File: config.mk
export PLATFORM = sky130hd
export DESIGN_NAME = dmem_lsu
export DESIGN_NICKNAME = d
export VERILOG_FILES = /design/src/rtl/dmem_lsu.sv
export SDC_FILE = /design/constraint.sdc
export NUM_CORES = 1
export LEC_CHECK = 0
export CORE_ASPECT_RATIO = 0.8
export CORE_MARGIN = 4
export CORE_UTILIZATION = 31
export CTS_BUF_LIST = sky130_fd_sc_hd__clkbuf_4 sky130_fd_sc_hd__clkbuf_8
export DETAILED_ROUTE_END_ITERATION = 16
export HOLD_SLACK_MARGIN = 0.08
export SYNTH_ARGS = -nofsm -noshare
export SYNTH_HDL_FRONTEND = slang
export SYNTH_SLANG_ARGS = --single-unit
File: constraint.sdc
create_clock -name clk -period 5.1 [get_ports clk]
set_input_delay 0.51 -clock clk [delete_from_list [all_inputs] [get_ports clk]]
set_output_delay 0.51 -clock clk [all_outputs]
set_load 0.02 [all_outputs]
File: src/rtl/dmem_lsu.sv
// Load/store unit between the CPU memory stage and a word-wide data memory.
// One access in flight at a time; sub-word stores use read-modify-write
// because the memory port has no byte enables.
//
// state  | meaning
// IDLE   | ready for a CPU request
// LOAD   | memory read; lane extracted and extended into rdata
// RMW_RD | read old word and merge the store byte/half into it
// WRITE  | memory write strobe with the merged word
// DONE   | done pulse, err reports rejection
module dmem_lsu #(
  parameter int MEM_WORDS = 256
) (
  input  logic        clk,
  input  logic        reset,
  input  logic        req,
  input  logic        we,
  input  logic [1:0]  size,
  input  logic        uns,
  input  logic [31:0] addr,
  input  logic [31:0] wdata,
  output logic        ready,
  output logic        done,
  output logic        err,
  output logic [31:0] rdata,
  output logic        mem_write,
  output logic [31:0] mem_adr,
  output logic [31:0] mem_wd,
  input  logic [31:0] mem_rd
);

  typedef enum logic [2:0] {IDLE, LOAD, RMW_RD, WRITE, DONE} state_t;

  localparam logic [29:0] WORD_LIMIT = 30'(MEM_WORDS);

  state_t      state, state_nx;
  logic [1:0]  size_q;
  logic        uns_q;
  logic [31:0] addr_q;
  logic [31:0] wdata_q;
  logic [31:0] merge_q;
  logic [31:0] rdata_q;
  logic        err_q;

  logic        accept;
  logic        acc_err;
  logic [7:0]  lane_b;
  logic [15:0] lane_h;
  logic [31:0] load_ext;
  logic [31:0] merged;

  // Request decode: reject reserved size, misalignment and out-of-range words
  always_comb begin
    accept  = (state == IDLE) && req;
    acc_err = (size == 2'b11)
           || ((size == 2'b01) && addr[0])
           || ((size == 2'b10) && (addr[1:0] != 2'b00))
           || (addr[31:2] >= WORD_LIMIT);
  end

  // Lane extraction with sign/zero extension for loads
  always_comb begin
    lane_b = 8'h00;
    case (addr_q[1:0])
      2'd0: lane_b = mem_rd[7:0];
      2'd1: lane_b = mem_rd[15:8];
      2'd2: lane_b = mem_rd[23:16];
      default: lane_b = mem_rd[31:24];
    endcase
    lane_h = addr_q[1] ? mem_rd[31:16] : mem_rd[15:0];
    case (size_q)
      2'b00:   load_ext = uns_q ? {24'h0, lane_b} : {{24{lane_b[7]}}, lane_b};
      2'b01:   load_ext = uns_q ? {16'h0, lane_h} : {{16{lane_h[15]}}, lane_h};
      default: load_ext = mem_rd;
    endcase
  end

  // Merge of store byte/half into the word read back from memory
  always_comb begin
    merged = mem_rd;
    if (size_q == 2'b00) begin
      case (addr_q[1:0])
        2'd0: merged[7:0]   = wdata_q[7:0];
        2'd1: merged[15:8]  = wdata_q[7:0];
        2'd2: merged[23:16] = wdata_q[7:0];
        default: merged[31:24] = wdata_q[7:0];
      endcase
    end else if (addr_q[1]) begin
      merged[31:16] = wdata_q[15:0];
    end else begin
      merged[15:0] = wdata_q[15:0];
    end
  end

  // Next-state logic
  always_comb begin
    state_nx = state;
    case (state)
      IDLE: begin
        if (req) begin
          if (acc_err)              state_nx = DONE;
          else if (!we)             state_nx = LOAD;
          else if (size == 2'b10)   state_nx = WRITE;
          else                      state_nx = RMW_RD;
        end
      end
      LOAD:    state_nx = DONE;
      RMW_RD:  state_nx = WRITE;
      WRITE:   state_nx = DONE;
      DONE:    state_nx = IDLE;
      default: state_nx = IDLE;
    endcase
  end

  // State register, request latches, merge and load result registers
  always_ff @(posedge clk) begin
    if (reset) begin
      state   <= IDLE;
      size_q  <= 2'b00;
      uns_q   <= 1'b0;
      addr_q  <= 32'h0;
      wdata_q <= 32'h0;
      merge_q <= 32'h0;
      rdata_q <= 32'h0;
      err_q   <= 1'b0;
    end else begin
      state <= state_nx;
      if (accept) begin
        size_q  <= size;
        uns_q   <= uns;
        addr_q  <= addr;
        wdata_q <= wdata;
        err_q   <= acc_err;
        if (we && (size == 2'b10)) merge_q <= wdata;
      end
      if (state == LOAD)   rdata_q <= load_ext;
      if (state == RMW_RD) merge_q <= merged;
    end
  end

  // Outputs decoded from state; the write strobe is killed by reset
  always_comb begin
    ready     = (state == IDLE);
    done      = (state == DONE);
    err       = (state == DONE) && err_q;
    mem_write = (state == WRITE) && !reset;
    mem_adr   = {addr_q[31:2], 2'b00};
    mem_wd    = merge_q;
    rdata     = rdata_q;
  end

endmodule

### Yosys cells after proc, flatten, opt, wreduce, memory -nomap -nowiden

Index checks and enable logic that the tools add are counted.

| storage, ports and cells | value |
|---|---|
| word-level logic and storage cells | 59 |
| register bits after elaboration | 119 |

| operators by class | value |
|---|---|
| eq/ne operators | 11 |
| order comparisons | 1 |
| muxes and demuxes | 20 |
| reduce and logical (&&, ||, !) cells | 19 |

Operators by type and width:

| cell | number |
|---|---|
| 32-bit 2-to-1 mux | 6 |
| 32-bit one-hot mux with 2 select lines | 1 |
| 16-bit 2-to-1 mux | 3 |
| 8-bit 2-to-1 mux | 4 |
| 30-bit by 9-bit >= comparator with 1-bit output (second input constant) | 1 |
| 8-bit one-hot mux with 3 select lines | 1 |
| 3-bit one-hot mux with 3 select lines | 1 |
| 2-bit by 1-bit == test with 1-bit output (second input constant) | 3 |
| 2-bit == test (second input constant) | 3 |
| 3-bit by 2-bit == test with 1-bit output (second input constant) | 2 |
| 1-bit logical AND | 6 |
| 3-bit 2-to-1 mux | 2 |
| 2-bit nonzero test | 3 |
| 2-bit zero test | 2 |
| 3-bit by 1-bit == test with 1-bit output (second input constant) | 1 |
| 3-bit == test (second input constant) | 1 |
| 3-bit zero test | 1 |
| 1-bit logical OR | 3 |
| 3-bit OR reduction | 1 |
| 2-bit 2-to-1 mux | 1 |
| 2-bit != test (second input constant) | 1 |
| 2-bit AND reduction | 1 |
| 2-bit OR reduction | 1 |
| 1-bit zero test | 1 |
| 1-bit 2-to-1 mux | 1 |

### Longest topological paths before layout

| logic depth | value |
|---|---|
| depth in word-level cells | 8 |
| mapped depth | 7 |
| mapped depth without buffers | 4 |

### Worst setup path before layout

No wires, ideal clock.

| timing path | value |
|---|---|
| kind | register to output |
| start | register state[1] |
| end | output port err |
| cell stages (with the launch flop) | 4 |
| arrival | 1419 ps |
| data required time | 4590 ps |
| path slack | 3171 ps |
| cell sequence | dfxtp_1 -> clkbuf_1 -> nor3b_1 -> and2_1 |

| between the ends | value |
|---|---|
| longest elaborated chain between the ends | 2 |

RTL lines:

| element | line | source |
|---|---|---|
| start: declaration | 36 | `state_t state, state_nx;` |
| start signal: assignment | 127 | `state <= state_nx;` |
| 3-bit == test | -- |  |
| via done | 23 | `output logic done,` |
| 1-bit logical AND | 145 | `err = (state == DONE) && err_q;` |
| end: declaration | 24 | `output logic err,` |

The timed path passes the listed nets, and every way through them passes these cells.

### Worst setup path in the final report

| timing path | value |
|---|---|
| start | register state[2] |
| end | output port err |

| between the ends | value |
|---|---|
| longest elaborated chain between the ends | 2 |

RTL lines:

| element | line |
|---|---|
| 3-bit == test | 145 |
| 1-bit logical AND | 145 |

Every way passes these cells.

==> summary.txt <==
Status
  • Status: finished clean

Layout
  • Post-route cell area: 7880 sq um
  • Area Overhead vs Synth: 40.6%
  • Diodes inserted: 0
  • Commonest non-fill, non-tap cells in the layout: clkdlybuf4s50_1 (199), nand2_1 (129), dfxtp_1 (119)
  • Register Area: about 2400 sq um
  • Share of post-route cells with drive strength above 1: ~7%
  • Fillcell total: 1,741
  • Multi-input logic area: 2760 sq um
  • Most common cell after layout, fill and taps aside: clkdlybuf4s50_1
  • Nets: 903

STA
  • Setup TNS: 0 ns
  • Endpoints failing setup: 0
  • Final Cycle Share: 50.6%
  • Worst-Margin Slew: 1.16 ns
  • Skew final: approximately 0.013 ns
  • Unrepaired setup endpoints after global routing: false
  • Fin crit period: 2.58 ns
  • Hold Violations, Final: 0
  • Pins Over Slew Limit: 0
  • Max_slew headroom: between 20% and 30%
  • Achievable Freq: between 0.3 and 0.4 GHz

Job
  • Max_cap viols: 0

Logic synthesis
  • Synth Register Bits: approximately 120
  • Synth Flop Type: dfxtp_1
  • Synth Instances: roughly 660
  • Asr flop ratio synth: 0%
  • Post-synthesis sequential area ratio: a little over two fifths
  • Yosys warning total: 0
  • Mapped Area: 5600 sq um
  • Number of synthesized flops with an enable pin: 0
  • Unique masters post-synth: 45
  • Syn_area_per_cell: between 8 and 9 sq um

Worst hold path
  • Hold path cells: 2
  • Hold Crit Class: register to register
  • Hold wc startpoint: addr_q[5]
  • Hold Path End: addr_q[5]

Placed design
  • GPL Wtd Cong: between 0.8 and 0.9
  • Port bufs: 200
  • DPL Wire Length: between 10 and 15 mm
  • DP Area: between 7000 and 8000 sq um

GRT
  • All-Layer GR Usage: roughly 20%
  • Vias in the first global route: between 5,000 and 6,000
  • First-pass GRT wire length: a little over 30 mm
  • Grt ovf: 0
  • Initial antenna violation count: 0
  • Largest net degree at the start of global routing: 86

Clock tree
  • CTS tree: built
  • H-Tree Depth: 4
  • Hold Buf Count CTS: 0
  • Num CTS Buffers: 17
  • Clock buffer depth: 2
  • Setup repair bufs after CTS: 0
  • Clock Latency Late Sink: 0.44 ns
  • TritonCTS Sinks: roughly 120
  • Clk root buf: clkbuf_8
  • Worst-path clk slew: 0.08 ns
  • Post_cts resized: 0

Drt
  • Avg Vias per Cell: 5.18
  • Total routed wirelength: between 20 and 25 mm
  • DR WL/cell: 19.6 um
  • Final ANT Viol Nets: 0
  • Vias: about 5,400
  • DRC: 0
  • DRT iter0 DRCs: about 360
  • Pre-antenna DRT Iters: 5

Die
  • Initial core utilization: 31.9%
  • Core ar.: between 15,000 and 20,000 sq um
  • Rows: 43
  • Chip height: 128 um
  • IO Pins: between 200 and 250
  • Die width: 158 um
  • Area of the die: 20,300 sq um

Setup path
  • Worst flop-to-flop path startpoint: state[2]
  • Worst endpoint required time: 4.59 ns
  • Crit-path max FO: 8
  • RR Endpoint: mem_wd[27]
  • Startpoint types: register
  • Setup Crit Path Kind: register to output port
  • Worst setup EP type: output port
  • R2r worst-path depth: 4
  • WP data arrival: between 2 and 2.5 ns
  • FF-to-FF setup slack: about 2.7 ns

Power
  • Pwr Density: 278 nW/um^2
  • P_leak: approximately 2.7 nW
  • VDD IR max: 186 uV
final cells by class:
cell class	instances	share of cell area, %
clock buffer	21	3.51
clock inverter	11	1.57
inverter	2	0.0953
multi-input combinational	453	35.0
sequential	119	30.2
tap	225	3.57
timing repair buffer	207	26.0
state kept, by name, summed over array words and instances (netlist names):
name and flops:
addr_q 32, mem_wd 32, rdata 32, wdata_q 16
state 3, size_q 2, err_q 1, uns_q 1
power breakdown:
group / total (mW) / internal (mW) / switching (mW) / leakage (nW)
logic: 0.331 / 0.159 / 0.172 / 1.51
registers: 0.982 / 0.958 / 0.0239 / 0.968
clock network: 0.879 / 0.471 / 0.408 / 0.199
Yosys cell counts, drive strengths merged (12+ instances only):
| cell | instances | area (sq um) |
|---|---|---|
| nand2 | 129 | 484 |
| dfxtp | 119 | 2380 |
| a21oi | 55 | 275 |
| mux2i | 50 | 500 |
| clkbuf | 43 | 163 |
| buf | 41 | 303 |
| nor2 | 34 | 128 |
| a211oi | 26 | 195 |
| nand3 | 17 | 85.1 |
| o22ai | 17 | 106 |
| o221ai | 16 | 140 |
| nand2b | 13 | 81.3 |
| o21ai | 12 | 60.1 |
critical path: stages, from the launching register on:
cell and delay (ns):
dfxtp_1 0.56, nor3b_1 0.30, and2_1 0.17, clkdlybuf4s50_1 0.61
cells by family after synthesis:
logic type,after synthesis,synth area share (%)
mux,60,10.9
other cells,1,0.0669
compound gates,159,18.6
buf+inv,86,8.44
flops,119,42.5
simple gates,232,19.4
worst max-delay path by stage:
stage,startpoint,endpoint,slack (ns)
finish,state[2],err,2.52
global route,state[2],err,2.36
CTS,state[2],err,2.48
detailed placement,req,mem_wd[10],2.17
global placement,req,mem_wd[28],2.25
floorplan,state[1],err,3.17
per-stage QoR:
| step | instances | total power [mW] | hold slack [ns] | setup slack, ns | utilization [%] |
|---|---|---|---|---|---|
| after floorplan | 658 | 1.17 | 0.437 | 3.17 | - |
| after global placement | 1006 | 1.33 | 0.442 | 2.25 | 42.6 |
| after detailed placement | 1006 | 1.33 | 0.446 | 2.17 | 42.6 |
| after CTS | 1038 | 2.21 | 0.457 | 2.48 | 44.9 |
| after global routing | 1038 | 2.29 | 0.478 | 2.36 | 44.9 |
| final | 1038 | 2.19 | 0.455 | 2.52 | 44.9 |
layer usage:
metal	global-route usage (%)	vias to the layer above	share of wire (%)
li1	-	2593	-
met1	27.5	2510	46
met2	28.0	240	42
met3	7.29	29	9.8
met4	5.67	0	2.1
met5	0	-	0
Power figures use the tool's default switching activity.
